===== config.mk =====
export PLATFORM = sky130hd
export DESIGN_NAME = fetch_unit
export DESIGN_NICKNAME = d
export VERILOG_FILES = /design/src/rtl/riscv_pkg.sv /design/src/rtl/fetch_fifo.sv /design/src/rtl/fetch_unit.sv
export SDC_FILE = /design/constraint.sdc
export NUM_CORES = 1
export LEC_CHECK = 0
export CORE_MARGIN = 5
export CORE_UTILIZATION = 50
export DETAILED_ROUTE_END_ITERATION = 6
export PLACE_DENSITY = 0.82
export SYNTH_ARGS = -nofsm -noshare
export SYNTH_HDL_FRONTEND = slang
export SYNTH_SLANG_ARGS = --single-unit

===== constraint.sdc =====
create_clock -name clk -period 7.83 [get_ports clk]
set_input_delay 1.566 -clock clk [delete_from_list [all_inputs] [get_ports clk]]
set_output_delay 1.566 -clock clk [all_outputs]
set_load 0.05 [all_outputs]

===== src/rtl/riscv_pkg.sv =====
// Shared fetch/control definitions: jump encodings, fetch FSM states, instruction width.
package riscv_pkg;

    localparam int unsigned INSTR_W = 32;

    localparam logic [1:0] J_NONE = 2'b00;
    localparam logic [1:0] J_JAL  = 2'b01;
    localparam logic [1:0] J_JALR = 2'b10;

    typedef enum logic {
        RUN   = 1'b0,
        DRAIN = 1'b1
    } fetch_state_t;

endpackage


===== src/rtl/fetch_fifo.sv =====
// Instruction buffer: DEPTH entries of {instr, pc} with push/pop/flush and occupancy count.
module fetch_fifo
    import riscv_pkg::*;
#(
    parameter int unsigned DEPTH  = 2,
    parameter int unsigned ADDR_W = 32,
    parameter int unsigned CNT_W  = $clog2(DEPTH) + 1
) (
    input  logic               clk,
    input  logic               rst_n,
    input  logic               push,
    input  logic               pop,
    input  logic               flush,
    input  logic [INSTR_W-1:0] push_instr,
    input  logic [ADDR_W-1:0]  push_pc,
    output logic [INSTR_W-1:0] head_instr,
    output logic [ADDR_W-1:0]  head_pc,
    output logic [CNT_W-1:0]   count,
    output logic               full,
    output logic               empty
);

    localparam int unsigned PTR_W = $clog2(DEPTH);

    logic [INSTR_W-1:0] instr_mem [DEPTH];
    logic [ADDR_W-1:0]  pc_mem    [DEPTH];
    logic [PTR_W-1:0]   wr_ptr;
    logic [PTR_W-1:0]   rd_ptr;
    logic               do_push;
    logic               do_pop;

    assign do_push = push & ~flush;
    assign do_pop  = pop & ~flush & ~empty;
    assign empty   = (count == '0);
    assign full    = (count == CNT_W'(DEPTH));

    assign head_instr = instr_mem[rd_ptr];
    assign head_pc    = pc_mem[rd_ptr];

    // Pointers wrap naturally since DEPTH is a power of two
    always_ff @(posedge clk or negedge rst_n) begin
        if (!rst_n) begin
            wr_ptr <= '0;
            rd_ptr <= '0;
            count  <= '0;
        end else if (flush) begin
            wr_ptr <= '0;
            rd_ptr <= '0;
            count  <= '0;
        end else begin
            if (do_push) wr_ptr <= wr_ptr + PTR_W'(1);
            if (do_pop)  rd_ptr <= rd_ptr + PTR_W'(1);
            count <= count + CNT_W'(do_push) - CNT_W'(do_pop);
        end
    end

    always_ff @(posedge clk) begin
        if (do_push) begin
            instr_mem[wr_ptr] <= push_instr;
            pc_mem[wr_ptr]    <= push_pc;
        end
    end

endmodule


===== src/rtl/fetch_unit.sv =====
// Fetch stage: owns the PC, issues in-order imem reads, buffers returned words and
// hands {instr, pc, pc+4} to decode; branch/jump redirects flush and drain stale reads.
module fetch_unit
    import riscv_pkg::*;
#(
    parameter int unsigned      ADDR_W   = 32,
    parameter logic [ADDR_W-1:0] RESET_PC = '0,
    parameter int unsigned      DEPTH    = 2
) (
    input  logic               clk,
    input  logic               rst_n,
    output logic               imem_req_valid,
    input  logic               imem_req_ready,
    output logic [ADDR_W-1:0]  imem_req_addr,
    input  logic               imem_rsp_valid,
    input  logic [INSTR_W-1:0] imem_rsp_data,
    input  logic               PCSrc,
    input  logic [1:0]         J,
    input  logic [ADDR_W-1:0]  br_pc,
    input  logic [ADDR_W-1:0]  imm_ext,
    input  logic [ADDR_W-1:0]  jalr_target,
    output logic               instr_valid,
    input  logic               instr_ready,
    output logic [INSTR_W-1:0] instr,
    output logic [ADDR_W-1:0]  instr_pc,
    output logic [ADDR_W-1:0]  instr_pc4
);

    localparam int unsigned CNT_W = $clog2(DEPTH) + 1;

    fetch_state_t      state, state_next;
    logic [ADDR_W-1:0] pc, pc_next;
    logic [CNT_W-1:0]  inflight, inflight_next;
    logic [CNT_W-1:0]  drop, drop_next;
    logic [CNT_W-1:0]  fifo_count;
    logic [CNT_W:0]    occupancy;
    logic              issue_en;
    logic              fifo_full, fifo_empty;
    logic              push, pop, flush, rsp_drop;
    logic              redirect;
    logic [ADDR_W-1:0] target;
    logic              unused_jalr_lsb;

    assign redirect        = PCSrc | (J == J_JAL) | (J == J_JALR);
    assign target          = (J == J_JALR) ? {jalr_target[ADDR_W-1:1], 1'b0} : br_pc + imm_ext;
    assign unused_jalr_lsb = jalr_target[0];
    assign imem_req_addr   = pc;
    assign occupancy       = (CNT_W+1)'(inflight) + (CNT_W+1)'(fifo_count);

    // State register; issue_en holds off requests until the first edge after reset
    always_ff @(posedge clk or negedge rst_n) begin
        if (!rst_n) begin
            state    <= RUN;
            pc       <= RESET_PC;
            inflight <= '0;
            drop     <= '0;
            issue_en <= 1'b0;
        end else begin
            state    <= state_next;
            pc       <= pc_next;
            inflight <= inflight_next;
            drop     <= drop_next;
            issue_en <= 1'b1;
        end
    end

    // Next-state and handshake logic; a redirect overrides every other same-cycle event
    always_comb begin
        state_next     = state;
        pc_next        = pc;
        inflight_next  = inflight;
        drop_next      = drop;
        imem_req_valid = 1'b0;
        instr_valid    = 1'b0;
        push           = 1'b0;
        pop            = 1'b0;
        flush          = 1'b0;
        rsp_drop       = imem_rsp_valid && (drop != '0);

        if (imem_rsp_valid) inflight_next = inflight - CNT_W'(1);

        if (redirect) begin
            flush      = 1'b1;
            pc_next    = target;
            drop_next  = inflight_next;
            state_next = (inflight_next != '0) ? DRAIN : RUN;
        end else begin
            imem_req_valid = issue_en && (state == RUN) && !fifo_full
                             && (occupancy < (CNT_W+1)'(DEPTH));
            instr_valid    = !fifo_empty;
            pop            = instr_valid && instr_ready;
            push           = imem_rsp_valid && !rsp_drop;
            if (rsp_drop) drop_next = drop - CNT_W'(1);
            if (imem_req_valid && imem_req_ready) begin
                pc_next       = pc + ADDR_W'(4);
                inflight_next = inflight_next + CNT_W'(1);
            end
            if ((state == DRAIN) && (drop_next == '0)) state_next = RUN;
        end
    end

    fetch_fifo #(
        .DEPTH  (DEPTH),
        .ADDR_W (ADDR_W),
        .CNT_W  (CNT_W)
    ) u_fifo (
        .clk        (clk),
        .rst_n      (rst_n),
        .push       (push),
        .pop        (pop),
        .flush      (flush),
        .push_instr (imem_rsp_data),
        .push_pc    (pc - ADDR_W'(4) * ADDR_W'(inflight)),
        .head_instr (instr),
        .head_pc    (instr_pc),
        .count      (fifo_count),
        .full       (fifo_full),
        .empty      (fifo_empty)
    );

    assign instr_pc4 = instr_pc + ADDR_W'(4);

endmodule


==> metrics.txt <==
Resize count post-CTS=0; Max VDD drop=0.000120 V; TNS Setup=0 ns; die area=23,500 um^2; Ys Warns=0; synthesized flop and latch total=170; Netlist cell types=76; status=finished clean; GP Congestion=0.898; critical-path cell list=buf_4 -> mux2i_1 -> a211oi_1 -> and2_1 -> nand2_1 -> nor2_1 -> nand2_1 -> nor3_1 -> xor2_1 -> clkdlybuf4s50_1; Worst Hold Class=register to register; CTS tree=yes; Area Overhead vs Synth=33.0%; Synth Instances=955; CP arrival=4.20 ns; Leakage=5.03 nW; CP required=6.26 ns; clk root buf=clkbuf_16; Syn Nets=1,133; vias per std cell=5.57; post-DR wirelength/cell=17.9 um; CP startpoint kind=register; PortBufs=264; via count=8,232; Die Y=153 um; slowest stage cell, crit path=clkdlybuf4s50_1; CP max stage delay=0.82 ns; cts bufs inserted=17; number of fillers in the final layout=1,553; syn_area_per_cell=10.8 um^2; nets@finish=1,373; initial antenna violation count=0; slew margin rel.=33.9%; first-pass GRT wire length=42.1 mm; CP dominant cell by count=nand2_1; worst-path maximum fanout=44; GRT Total Usage=22.1%; Reg2Reg Setup Slack=4.48 ns; Core Region=20,200 um^2; Max Cap Violations=0; Initial Util=50.8%; DRT Pass-1 Iters=5; clk sinks=170; Mapped Area=10,300 um^2; PD cells=214 nW/um^2; total wire length=26.5 mm; Final ANT Viol Nets=0; fmax=173 MHz; hold slack=0.549 ns; Setup Fix Bufs, Post-CTS=0; Worst-path clk slew=0.07 ns; register area share after synthesis=47.6%; total power=0.00293 W; ys flop type=edfxtp_1; DR iter-0 viols=515; Final WS setup=2.07 ns; Clock Skews=0.00858 ns; final setup vio count=0; Post-synth EDFFs=128; FP Rows=52; largest net degree at the start of global routing=55; final hold vios=0; antenna diode count=0; IO Count=266; DRC viols=0; RSZ-0062 raised after global routing=no; layout cells sized above 1=9.36%; Post-synth ARST share=24.7%; Worst setup EP type=primary output; dpl hpwl=20.5 mm; Die W=153 um; Period Utilization, post-route=73.6%; cts hold-fix bufs=0; worst-skew pair later-pin latency=0.42 ns; total grt overflow=0; Max Slew Vio Count=0; vias in the first global route=8,179; pre-CTS setup slack=2.13 ns; htree depth=4; kind of critical path=register to primary output; Tightest Pin Transition=0.988 ns; fin crit period=5.76 ns; clk buf depth=2
==> power by group <==
group | internal (W) | switching (W) | leakage [nW] | total, W
clock | 0.000510 | 0.000355 | 0.300 | 0.000865
sequential | 0.00107 | 0.000105 | 1.65 | 0.00117
combinational | 0.000349 | 0.000541 | 3.07 | 0.000890
total | 0.00193 | 0.00100 | 5.03 | 0.00293
==> critical path, delay by kind of cell (launching register included) <==
family                    cells  cell delay [ns]
buffers and inverters         2             1.37
muxes                         1             0.25
AOI/OAI and AO/OA             1             0.29
xor gates and xnor gates      1             0.16
DFF                           1             0.74
and+or+nand+nor               5             0.93
==> final cells by class <==
type / count / area, um^2 / share of cell area, %
timing repair buffer: 271 / 2690 / 19.7
multi-input combinational: 701 / 5010 / 36.6
inverter: 34 / 128 / 0.933
clock buffer: 17 / 425 / 3.11
sequential: 170 / 4900 / 35.8
tap: 270 / 338 / 2.47
clock inverter: 14 / 189 / 1.38
==> cells by family after synthesis <==
family	synth area share [%]
buf+inv	3.82
simple gates	14.9
other cells	0.0365
compound gates	13.1
mux	6.60
xor+xnor	8.60
flops	47.6
fa+ha+maj	5.33
==> synth_stat cells (all sizes together), types with 25 or more instances <==
cell type  instances  area, um^2
nor2              73         274
nand2             75         282
ha                39         488
edfxtp           128        3840
o21ai             38         190
inv               34         128
dfrtp             42        1050
clkbuf            28         106
xnor2             57         499
mux2              46         518
nand3             25         130
a21oi             55         275
xor2              44         385
==> through the flow <==
stage	utilization, %	area [um^2]	cells
6_report	67.6	13700	1477
5_1_grt	67.6	13700	1477
4_1_cts	67.6	13700	1477
3_5_place_dp	64.6	13100	1446
3_3_place_gp	64.6	13100	1446
2_1_floorplan	-	10300	955
==> layout by cell type, fill, tap and decap left out, types with 10 or more instances in the layout <==
cell type,instances
o21ai_0,38
xnor2_1,57
and2_1,14
nor3_1,19
mux2_2,46
a211oi_1,16
mux2i_1,16
a21o_1,22
nor2b_1,10
ha_1,39
nor2_1,73
clkdlybuf4s50_1,263
and3_1,12
nand3_1,24
nand4_1,13
xor2_1,44
dfrtp_1,41
or3_1,10
a21oi_1,55
inv_1,34
edfxtp_1,128
nand2_1,75
clkbuf_16,17
==> flip-flops by register name (all words and copies together) (netlist names) <==
register,flops
drop,2
imem_req_addr,32
inflight,2
issue_en,1
state,1
u_fifo.count,2
u_fifo.instr_mem,64
u_fifo.pc_mem,64
u_fifo.rd_ptr,1
u_fifo.wr_ptr,1
==> path summary, 6_finish.rpt <==
kind | end | startpoint | cells after the start
min in group asynchronous | imem_req_addr[0] | rst_n | 1
setup / recovery | instr_pc4[31] | u_fifo.rd_ptr | 10
hold / removal | u_fifo.pc_mem[1][1] | imem_req_addr[1] | 0
setup reg to reg | imem_req_addr[25] | inflight[0] | 10
hold reg to reg | u_fifo.pc_mem[1][1] | imem_req_addr[1] | 0
max in group asynchronous | u_fifo.rd_ptr | rst_n | 1
==> layer usage <==
metal | vias to the layer above | wire (um) | part of all wire, % | GRT usage, %
li1 | 3997 | - | - | -
met1 | 3881 | 11100 | 42 | 27.7
met5 | - | 0 | 0 | 0
met4 | 0 | 489 | 1.8 | 6.69
met3 | 29 | 2010 | 7.6 | 5.74
met2 | 325 | 12900 | 49 | 37.9
Note: power is estimated with default switching activity, not from simulation.
